**src/rtl/lf_adder_pipe.sv**
```systemverilog
// lf_adder_pipe: pipelined Ladner-Fischer parallel-prefix adder with
// valid/ready handshaking on both sides.
//
// Pipeline (L = log2(WIDTH)):
//   stage 0      : bitwise generate/propagate; carry_in is folded into bit 0
//   stage 1..L   : one Ladner-Fischer prefix level each
//   stage L+1    : sum register (drives sum/out_valid)
// A single global stall (out_valid & ~out_ready) freezes every stage.
//
// Optional feature: define LF_ADDER_PIPE_SUB_EN to add the sub_mode input.
// With sub_mode=1 the block computes num1 + ~num2 + 1, so sum[WIDTH] is the
// "no borrow" flag.
module lf_adder_pipe #(
   parameter int WIDTH = 8
) (
   input  logic             clk,
   input  logic             rst_n,
   input  logic [WIDTH-1:0] num1,
   input  logic [WIDTH-1:0] num2,
   input  logic             carry_in,
`ifdef LF_ADDER_PIPE_SUB_EN
   input  logic             sub_mode,
`endif
   input  logic             in_valid,
   output logic             in_ready,
   output logic [WIDTH:0]   sum,
   output logic             out_valid,
   input  logic             out_ready
);

   localparam int L = $clog2(WIDTH);

   // Reject widths that are not a power of two in 2..64.
   generate
      if (WIDTH < 2 || WIDTH > 64 || (WIDTH & (WIDTH - 1)) != 0) begin : g_bad_width
         $error("lf_adder_pipe: WIDTH must be a power of two in 2..64");
      end
   endgenerate

   // ------------------------------------------------------------------
   // Handshake
   // ------------------------------------------------------------------
   logic stall;
   logic adv;
   logic out_valid_q;
   logic [WIDTH:0] sum_q;

   assign stall     = out_valid_q & ~out_ready;
   assign adv       = ~stall;
   assign in_ready  = ~stall;
   assign out_valid = out_valid_q;
   assign sum       = sum_q;

   // ------------------------------------------------------------------
   // Operand conditioning (optional subtract)
   // ------------------------------------------------------------------
   logic [WIDTH-1:0] b_eff;
   logic             cin_eff;

`ifdef LF_ADDER_PIPE_SUB_EN
   // Subtract as num1 + ~num2 + 1; carry_in is ignored in that mode.
   assign b_eff   = sub_mode ? ~num2 : num2;
   assign cin_eff = sub_mode ? 1'b1 : carry_in;
`else
   assign b_eff   = num2;
   assign cin_eff = carry_in;
`endif

   // Bitwise generate/propagate. Folding carry_in into the bit-0 generate
   // lets the prefix tree stay at exactly L levels over WIDTH bits; the
   // prefix output at bit i is then the carry out of bit i.
   logic [WIDTH-1:0] prop_d;
   logic [WIDTH-1:0] gen_d;

   assign prop_d = num1 ^ b_eff;
   assign gen_d  = (num1 & b_eff) | {{(WIDTH-1){1'b0}}, prop_d[0] & cin_eff};

   // ------------------------------------------------------------------
   // Stage registers. Index 0 is the g/p stage, index s is after level s.
   // g_q/p_q hold group generate/propagate, pb_q the original bit
   // propagate (needed for the final XOR), cin_q the operand carry-in.
   // ------------------------------------------------------------------
   logic [WIDTH-1:0] g_q  [0:L];
   logic [WIDTH-1:0] p_q  [0:L];
   logic [WIDTH-1:0] pb_q [0:L];
   logic             cin_q[0:L];
   logic [L:0]       v_q;

   logic [WIDTH-1:0] g_d  [1:L];
   logic [WIDTH-1:0] p_d  [1:L];

   // Ladner-Fischer prefix levels: at level s (span 2^(s-1)) every bit in
   // the upper half of each 2^s block combines with the top bit of the
   // lower half of that block; all other bits pass straight through.
   generate
      for (genvar gs = 1; gs <= L; gs++) begin : g_level
         for (genvar gi = 0; gi < WIDTH; gi++) begin : g_bit
            if (((gi >> (gs - 1)) & 1) == 1) begin : g_node
               localparam int J = ((gi >> (gs - 1)) << (gs - 1)) - 1;
               assign g_d[gs][gi] = g_q[gs-1][gi] | (p_q[gs-1][gi] & g_q[gs-1][J]);
               assign p_d[gs][gi] = p_q[gs-1][gi] & p_q[gs-1][J];
            end else begin : g_pass
               assign g_d[gs][gi] = g_q[gs-1][gi];
               assign p_d[gs][gi] = p_q[gs-1][gi];
            end
         end
      end
   endgenerate

   // Advance the data registers of the g/p and prefix stages when not stalled.
   always_ff @(posedge clk) begin
      if (adv) begin
         g_q[0]   <= gen_d;
         p_q[0]   <= prop_d;
         pb_q[0]  <= prop_d;
         cin_q[0] <= cin_eff;
         for (int s = 1; s <= L; s++) begin
            g_q[s]   <= g_d[s];
            p_q[s]   <= p_d[s];
            pb_q[s]  <= pb_q[s-1];
            cin_q[s] <= cin_q[s-1];
         end
      end
   end

   // Stage valid bits: shift in in_valid (bubbles included), clear on reset.
   always_ff @(posedge clk) begin
      if (!rst_n) begin
         v_q <= '0;
      end else if (adv) begin
         v_q <= {v_q[L-1:0], in_valid};
      end
   end

   // ------------------------------------------------------------------
   // Sum stage
   // ------------------------------------------------------------------
   logic [WIDTH-1:0] carry_vec;
   logic [WIDTH:0]   sum_d;

   assign carry_vec = {g_q[L][WIDTH-2:0], cin_q[L]};
   assign sum_d     = {g_q[L][WIDTH-1], pb_q[L] ^ carry_vec};

   // Group propagate after the last level has no consumer.
   logic unused_p;
   assign unused_p = ^p_q[L];

   // Output register: sum only loads on a real result so it keeps its last
   // value across bubbles and holds while the consumer stalls.
   always_ff @(posedge clk) begin
      if (!rst_n) begin
         out_valid_q <= 1'b0;
         sum_q       <= '0;
      end else if (adv) begin
         out_valid_q <= v_q[L];
         if (v_q[L]) begin
            sum_q <= sum_d;
         end
      end
   end

endmodule

```
**config.mk**
```make
export PLATFORM = sky130hd
export DESIGN_NAME = lf_adder_pipe
export DESIGN_NICKNAME = d
export VERILOG_FILES = /design/src/rtl/lf_adder_pipe.sv
export SDC_FILE = /design/constraint.sdc
export NUM_CORES = 1
export LEC_CHECK = 0
export ABC_AREA = 1
export CAP_MARGIN = 5
export CORE_UTILIZATION = 45
export DETAILED_ROUTE_END_ITERATION = 10
export GPL_ROUTABILITY_DRIVEN = 0
export PLACE_DENSITY = 0.76
export SLEW_MARGIN = 20
export SYNTH_ARGS = -nofsm -noshare
export SYNTH_HDL_FRONTEND = slang
export SYNTH_SLANG_ARGS = --single-unit
```
**constraint.sdc**
```tcl
create_clock -name clk -period 1.4 [get_ports clk]
set_input_delay 0.28 -clock clk [delete_from_list [all_inputs] [get_ports clk]]
set_output_delay 0.28 -clock clk [all_outputs]
set_load 0.02 [all_outputs]
```
==> results.md, run 1 <==
- CTS root buf: clkbuf_8
- Number of synthesis warnings: 0
- Post-placement cell count: 327
- GRT overflow: 0
- Least-Margin Pin Slew: 0.2757 ns
- Combinational Power Share: 5.1%
- Placeable Area: 6756 sq um
- Routed vias: 1586
- Switch share: 20.61%
- Final Critical Period: 1.353 ns
- Post-synthesis average cell area: 14.66 sq um
- Pins Over Slew Limit: 0
- Clk buf depth: 2
- Sequential share of power: 62.5%
- Sink Count: 88
- Critical-path cell list: clkdlybuf4s50_1 > inv_1 > nand2_8 > buf_2
- Crit path from: out_ready
- Most common cell after layout, fill and taps aside: edfxtp_1
- # port buffers: 31
- First-pass GRT wire length: 6161 microns
- Cell taking the most area after synthesis: edfxtp_1
- CTS HTree Levels: 3
- CTS Buf Count: 9
- Largest net degree at the start of global routing: 45
- Clock network power share: 32.4%
- Fin crit share: 96.62%
- Pwr/cell area: 1348 nW/um^2
- Int Power: 4.085 mW
- Gate Count Post-Synth: 214
- CTS tree: yes
- Switching Power: 1.060 mW
- Share of cells above drive strength 1: 9.848%
- Pleak: 1.711 nW
- Remaining DRCs: 0
- N_diodes: 0
- Yosys reg bits: 88
- Starting Density: 46.44%
- Slew headroom: 81.59%
- Final std cells w/o fill: 344
- Io pins: 32
- Worst Skew: 0.008200 ns
- Worst min path class: flip-flop to flip-flop
- Fmax: 739.3 MHz
- Area added between synthesis and finish: 21.61%
- Hold_ws: 0.4236 ns
- Maximum vdd ir drop: 0.0007735 V
- WL final: 3739 microns
- Clock transition at path regs: 0.08 ns
- Setup Buffers After CTS: 0
- Wire length per cell: 10.87 microns
- Critical path launch point type: input pin
- Core Util, Final: 56.48%
- Crit-path slowest cell: clkdlybuf4s50_1
- Post-DP Area: 3591 sq um
- WP data arrival: 1.07 ns
- Die footprint: 7311 sq um
- Worst-path fanout max: 2
- Max cap viols: 0
- Global-route usage over all layers: 11.38%
- Vias in the first global route: 1451
- Status: finished clean
- Number of nets in the layout: 288
- Clock latency on the worst-skew pair: 0.34 ns
- Sequential area share after synthesis: 79.74%
- Top post-synthesis cells by area: edfxtp_1, dfxtp_1, nor2_1, nand2_1, ha_1
- Min-Delay Startpoint: g_q[2][0]$_DFFE_PN_
- Endpoints failing setup: 0
- Initial antenna violation count: 0
- 1st-pass router iterations: 4
- Worst path required time: 1.12 ns
- Die W: 85.51 microns
- Vias per inst: 4.610
- Worst R2R Start: out_valid$_SDFFE_PN0N_
- Post-synthesis instance area: 3138 sq um
- Count of final hold-check violations: 0
- Net count after synthesis: 243
- Post-route ant nets: 0
- Hold buffers post-CTS: 0
- Std cell rows: 30
- Yosys cell types: 13
- Starting DRT DRC Count: 79
- Die H: 85.51 microns
- Area share of the largest cell type after synthesis: 70.81%
- Design area: 3816 sq um
- Commonest non-fill, non-tap cells in the layout: edfxtp_1, nor2_1, nand2_1
- Critical path type: input pin to output port
- DP Wirelength: 2235 microns
- CP endpoint kind: output port
- Max incr delay on CP: 0.46 ns
## synthesized netlist by cell type
library cell,n
edfxtp_1,74
nor2_1,41
nand2_1,30
inv_1,23
dfxtp_1,14
a21o_1,13
ha_1,8
o21ai_0,4
buf_6,2
nand2_4,2
a21boi_0,1
a21oi_1,1
nand3b_1,1
## worst max-delay path: cells and delay by family
family	cells	cell delay (ns)
buf+inv	3	0.71
simple gates	1	0.08
## path summary, 6_finish.rpt
kind	to	slack [ns]	cells after the start
worst min register to register	g_q[3][0]$_DFFE_PN_	0.42	0
worst max register to register	sum[5]$_SDFFE_PN0P_	0.24	6
worst max-delay path	in_ready	0.05	4
worst min-delay path	g_q[3][0]$_DFFE_PN_	0.42	0
## state kept, by name, summed over array words and instances, names as in the netlist
signal,cells
pb_q,28
cin_q,4
out_valid,1
p_q,10
v_q,4
sum,9
g_q,32
## per-layer routing
layer  routed length, microns  up-vias  track usage, %
li1                         -      817               -
met1                     1737      725           12.65
met2                     1773       37           18.33
met3                      154        7           3.946
met4                       74        0           8.182
met5                        0        -               0
## cells by family after synthesis
| group | share of synthesized area (%) |
|---|---|
| buffers and inverters | 3.469 |
| DFF | 79.74 |
| and+or+nand+nor | 9.450 |
| adders and majority gates | 3.190 |
| AOI/OAI and AO/OA | 4.147 |
## per-stage QoR
stage / setup slack [ns] / TNS, ns / total power [mW]
final: 0.04736 / 0 / 5.145
after detailed placement: -0.4098 / -19.50 / 3.546
after CTS: 0.002173 / 0 / 5.220
after global routing: -0.002858 / -0.004352 / 5.380
after floorplan: 0.08438 / 0 / 3.408
after global placement: -0.4161 / -18.06 / 3.522
## power by group through the flow
stage | clock [mW] | combinational (mW) | sequential, mW
after floorplan | 0 | 0.150 | 3.26
after global placement | 0 | 0.260 | 3.26
after detailed placement | 0 | 0.265 | 3.28
after CTS | 1.74 | 0.261 | 3.22
after global routing | 1.83 | 0.302 | 3.25
final | 1.67 | 0.262 | 3.22
## what timing repair did
| item | in CTS | in global routing |
|---|---|---|
| cloned | 0 | 1 |
| resized for setup | 14 | 4 |
| setup endpoints to repair | 11 | 11 |
## final cells by class
type	instances	area, sq um
Timing Repair Buffer	36	380.4
Tap cell	80	100.1
Clock inverter	7	72.57
Sequential cell	88	2504
Clock buffer	9	123.9
Multi-Input combinational cell	101	549.3
Fill cell	543	2940
Inverter	23	86.33
(Power assumes the default switching activity.)
==> inputs of run 2 (changes only) <==
- CORE_MARGIN: default -> 2
- CTS_CLUSTER_DIAMETER: default -> 120
- SLEW_MARGIN: 20 -> 10
==> results.md, run 2 (same netlist as run 1, synthesis figures left out) <==
- Post-route ant nets: 0
- Design area: 3761 sq um
- Die H: 87.51 microns
- Wire length per cell: 10.52 microns
- Worst Skew: 0.004230 ns
- WL final: 3610 microns
- Io pins: 32
- Endpoints failing setup: 0
- Initial antenna violation count: 0
- CP endpoint kind: output port
- Commonest non-fill, non-tap cells in the layout: edfxtp_1, nor2_1, nand2_1
- GRT overflow: 0
- Least-Margin Pin Slew: 0.2768 ns
- Final Critical Period: 1.352 ns
- Largest register FFs: 32
- Area added between synthesis and finish: 19.86%
- Combinational Power Share: 5.1%
- Switch share: 19.99%
- Clk buf depth: 2
- Status: finished clean
- Int Power: 4.074 mW
- CTS Buf Count: 9
- CTS HTree Levels: 3
- Switching Power: 1.018 mW
- Placeable Area: 6756 sq um
- WP data arrival: 1.07 ns
- Worst min path class: flip-flop to flip-flop
- Pleak: 1.683 nW
- Critical path launch point type: input pin
- DP Wirelength: 2321 microns
- Hold buffers post-CTS: 0
- Remaining DRCs: 0
- Setup_tns: 0 ns
- CTS tree: yes
- First-pass GRT wire length: 6216 microns
- Clock network power share: 31.8%
- Global-route usage over all layers: 11.03%
- Largest regs: g_q: 32 flops, pb_q: 28 flops, p_q: 10 flops
- RSZ-0062 raised after global routing: no
- Share of cells above drive strength 1: 8.365%
- Sequential share of power: 63.1%
- Filler cells: 565
- Worst path required time: 1.12 ns
- Largest net degree at the start of global routing: 56
- R2R depth: 7
- Maximum vdd ir drop: 0.0006241 V
- Die footprint: 7657 sq um
- Slew headroom: 81.55%
- Sink Count: 88
- Max cap viols: 0
- Routed vias: 1569
- Final std cells w/o fill: 343
- Pins Over Slew Limit: 0
- Critical path type: input pin to output port
- 1st-pass router iterations: 4
- Pwr/cell area: 1354 nW/um^2
- Fmax: 739.8 MHz
- Clock transition at path regs: 0.08 ns
- Number of nets in the layout: 288
- Starting Density: 46.44%
- Post-DP Area: 3586 sq um
- Vias per inst: 4.574
- Count of final hold-check violations: 0
- Biggest register: g_q
- N_diodes: 0
- WHS Path Cells: 0
- Vias in the first global route: 1506
- Fin crit share: 96.55%
- Most common cell after layout, fill and taps aside: edfxtp_1
- Std cell rows: 30
- Die W: 87.51 microns
- Post-placement cell count: 328
- # port buffers: 31
- Setup Buffers After CTS: 0
- Clock latency on the worst-skew pair: 0.34 ns
- CTS root buf: clkbuf_8
- Starting DRT DRC Count: 48
- Worst-path fanout max: 2
## run 2: cell types whose count changed in the layout (fill, tap and decap cells not counted), sizes merged
| cell | before | now |
|---|---|---|
| clkinv | 5 | 1 |
| buf | 5 | 6 |
| clkinvlp | 1 | 2 |
| inv | 23 | 24 |
## run 2: final timing paths
check / startpoint / to / slack [ns]
worst max-delay path: out_ready / in_ready / 0.05
worst min-delay path: pb_q[2][0]$_DFFE_PN_ / pb_q[3][0]$_DFFE_PN_ / 0.42
worst max register to register: out_valid$_SDFFE_PN0N_ / sum[7]$_SDFFE_PN0P_ / 0.23
worst min register to register: pb_q[2][0]$_DFFE_PN_ / pb_q[3][0]$_DFFE_PN_ / 0.42
## run 2: through the flow
| stage | util (%) | power, mW | hold WS [ns] | worst slack (ns) |
|---|---|---|---|---|
| after global routing | 55.67 | 5.341 | 0.4298 | 0.01670 |
| after detailed placement | 53.07 | 3.546 | 0.4045 | -0.4102 |
| final | 55.67 | 5.092 | 0.4214 | 0.04835 |
| after CTS | 55.56 | 5.165 | 0.4237 | 0.03102 |
| after floorplan | - | 3.408 | 0.3789 | 0.08438 |
| after global placement | 53.07 | 3.523 | 0.4027 | -0.4169 |
## run 2: what timing repair did
action / CTS / global route
resized for setup: 14 / 2
endpoints found under the setup margin: 11 / 9
pin swaps: 0 / 0
## run 2: power by group through the flow
| stage | Combinational [mW] | Clock, mW | Sequential (mW) |
|---|---|---|---|
| after floorplan | 0.150 | 0 | 3.26 |
| after global placement | 0.260 | 0 | 3.26 |
| after detailed placement | 0.267 | 0 | 3.28 |
| after CTS | 0.262 | 1.68 | 3.22 |
| after global routing | 0.299 | 1.79 | 3.25 |
| final | 0.258 | 1.62 | 3.21 |
## run 2: final cells by class
class / instances / area [sq um] / share of cell area (%)
clock buffer: 10 / 127.6 / 3.393
sequential: 88 / 2504 / 66.57
clock inverter: 5 / 57.56 / 1.530
tap: 80 / 100.1 / 2.661
timing repair buffer: 36 / 350.3 / 9.315
inverter: 23 / 86.33 / 2.295
multi-input combinational: 101 / 535.5 / 14.24
## run 2: per-layer routing
metal,global-route usage (%),routed length (microns)
met1,12.22,1687
met2,17.98,1680
met3,2.844,140
met4,8.811,102
met5,0,0
## run 2: worst max-delay path, stage by stage
cell,delay (ns)
clkdlybuf4s50_1,0.46
inv_1,0.08
nand2_8,0.08
buf_2,0.16
==> inputs of run 3 (changes only) <==
- CORE_UTILIZATION: 45 -> 35
- PLACE_DENSITY: 0.76 -> 0.63
==> results.md, run 3 (same netlist as run 1, synthesis figures left out) <==
- Vias in the first global route: 1506
- WL final: 3810 microns
- Count of final hold-check violations: 0
- Int Power: 4.082 mW
- WP data arrival: 1.08 ns
- # port buffers: 31
- Most common cell after layout, fill and taps aside: edfxtp_1
- Std cell rows: 34
- Biggest register: g_q
- Crit-path slowest cell: clkdlybuf4s50_1
- Maximum vdd ir drop: 0.0005070 V
- Filler cells: 766
- CP endpoint kind: output port
- Endpoints failing setup: 0
- Critical-path cell list: clkdlybuf4s50_1 > inv_1 > nand2_8 > buf_2
- Die H: 98.69 microns
- Critical path launch point type: input pin
- Starting DRT DRC Count: 70
- Area added between synthesis and finish: 21.21%
- Worst path required time: 1.12 ns
- Post-route ant nets: 0
- Worst min path class: flip-flop to flip-flop
- Share of cells above drive strength 1: 9.125%
- Sequential share of power: 62.4%
- Max incr delay on CP: 0.46 ns
- Global-route usage over all layers: 8.899%
- GRT overflow: 0
- Clk buf depth: 2
- Largest net degree at the start of global routing: 40
- Slew headroom: 86.38%
- Fin crit share: 96.79%
- CTS root buf: clkbuf_8
- Switch share: 20.80%
- Io pins: 32
- Fmax: 738.0 MHz
- Pins Over Slew Limit: 0
- Setup ws final: 0.04492 ns
- Placeable Area: 8721 sq um
- DP Wirelength: 2407 microns
- Remaining DRCs: 0
- Crit-path leading delay family: buffers and inverters
- Post-place setup slack: -0.4230 ns
- CTS HTree Levels: 3
- Die footprint: 9739 sq um
- CTS Buf Count: 9
- Pwr/cell area: 1355 nW/um^2
- Switching Power: 1.072 mW
- Clock transition at path regs: 0.08 ns
- Largest register FFs: 32
- Starting Density: 35.98%
- Vias per inst: 4.156
- Die W: 98.69 microns
- Least-Margin Pin Slew: 0.2040 ns
- Worst Skew: 0.007172 ns
- N_diodes: 0
- Combinational Power Share: 5.0%
- RSZ-0062 raised after global routing: no
- Clock latency on the worst-skew pair: 0.34 ns
- Clock network power share: 32.6%
- Wire length per cell: 10.27 microns
- Post-DP Area: 3626 sq um
- Pleak: 1.687 nW
- Max cap viols: 0
- Commonest non-fill, non-tap cells in the layout: edfxtp_1, nor2_1, nand2_1
- First-pass GRT wire length: 6706 microns
- Sum of buffers and inverters on the critical path: 3
- Critical path type: input pin to output port
- Largest regs: g_q: 32 flops, pb_q: 28 flops, p_q: 10 flops
- Status: finished clean
- Initial antenna violation count: 0
- Routed vias: 1542
- Worst-path fanout max: 2
- Number of nets in the layout: 287
- Hold buffers post-CTS: 0
- Final Critical Period: 1.355 ns
- 1st-pass router iterations: 4
- CTS tree: yes
- Sink Count: 88
- Design area: 3804 sq um
-- run 3: cell types whose count changed in the layout (fill, tap and decap cells not counted), sizes merged --
cell      previous run  this run
clkbuf              10         9
buf                  6         5
clkinvlp             2         3
clkinv               1         2
-- run 3: cell type report --
type                    instances  area [sq um]  share of cell area (%)
clock inverters                 7         71.32                   1.875
multi-input cells             101         535.5                   14.08
flip-flops and latches         88          2504                   65.82
well taps                     108         135.1                   3.553
repair buffers                 35         347.8                   9.145
inverters                      23         86.33                   2.270
clock buffers                   9         123.9                   3.257
-- run 3: stage by stage --
| stage | util, % | instances | setup TNS (ns) | hold WS, ns | power, mW |
|---|---|---|---|---|---|
| after floorplan | - | 214 | 0 | 0.3789 | 3.408 |
| after global placement | 41.58 | 355 | -20.13 | 0.4013 | 3.528 |
| after detailed placement | 41.58 | 355 | -20.64 | 0.4045 | 3.548 |
| after CTS | 43.62 | 371 | 0 | 0.4219 | 5.234 |
| after global routing | 43.62 | 371 | 0 | 0.4270 | 5.414 |
| final | 43.62 | 371 | 0 | 0.4222 | 5.155 |
-- run 3: worst paths after layout --
kind | startpoint | to | slack, ns | depth (start not counted)
worst max register to register | out_valid$_SDFFE_PN0N_ | cin_q[1]$_DFFE_PN_ | 0.25 | 3
worst min register to register | cin_q[1]$_DFFE_PN_ | cin_q[2]$_DFFE_PN_ | 0.42 | 0
worst min-delay path | cin_q[1]$_DFFE_PN_ | cin_q[2]$_DFFE_PN_ | 0.42 | 0
worst max-delay path | out_ready | in_ready | 0.04 | 4
-- run 3: per-layer routing --
| layer | share of wire (%) | global-route usage [%] | vias up |
|---|---|---|---|
| li1 | - | - | 814 |
| met1 | 47 | 11.03 | 685 |
| met5 | 0 | 0 | - |
| met4 | 2.7 | 5.585 | 0 |
| met2 | 45 | 13.34 | 35 |
| met3 | 5.4 | 3.121 | 8 |
-- run 3: repair_timing --
| action | in CTS | in global routing |
|---|---|---|
| resized for setup | 14 | 0 |
| setup endpoints to repair | 11 | 0 |
| setup buffers | 0 | 0 |
-- run 3: power groups by stage --
stage          registers, mW  logic [mW]  clock network, mW
4_1_cts                 3.22       0.262               1.75
2_1_floorplan           3.26       0.150                  0
3_5_place_dp            3.28       0.266                  0
3_3_place_gp            3.26       0.263                  0
6_report                3.22       0.257               1.68
5_1_grt                 3.25       0.302               1.86
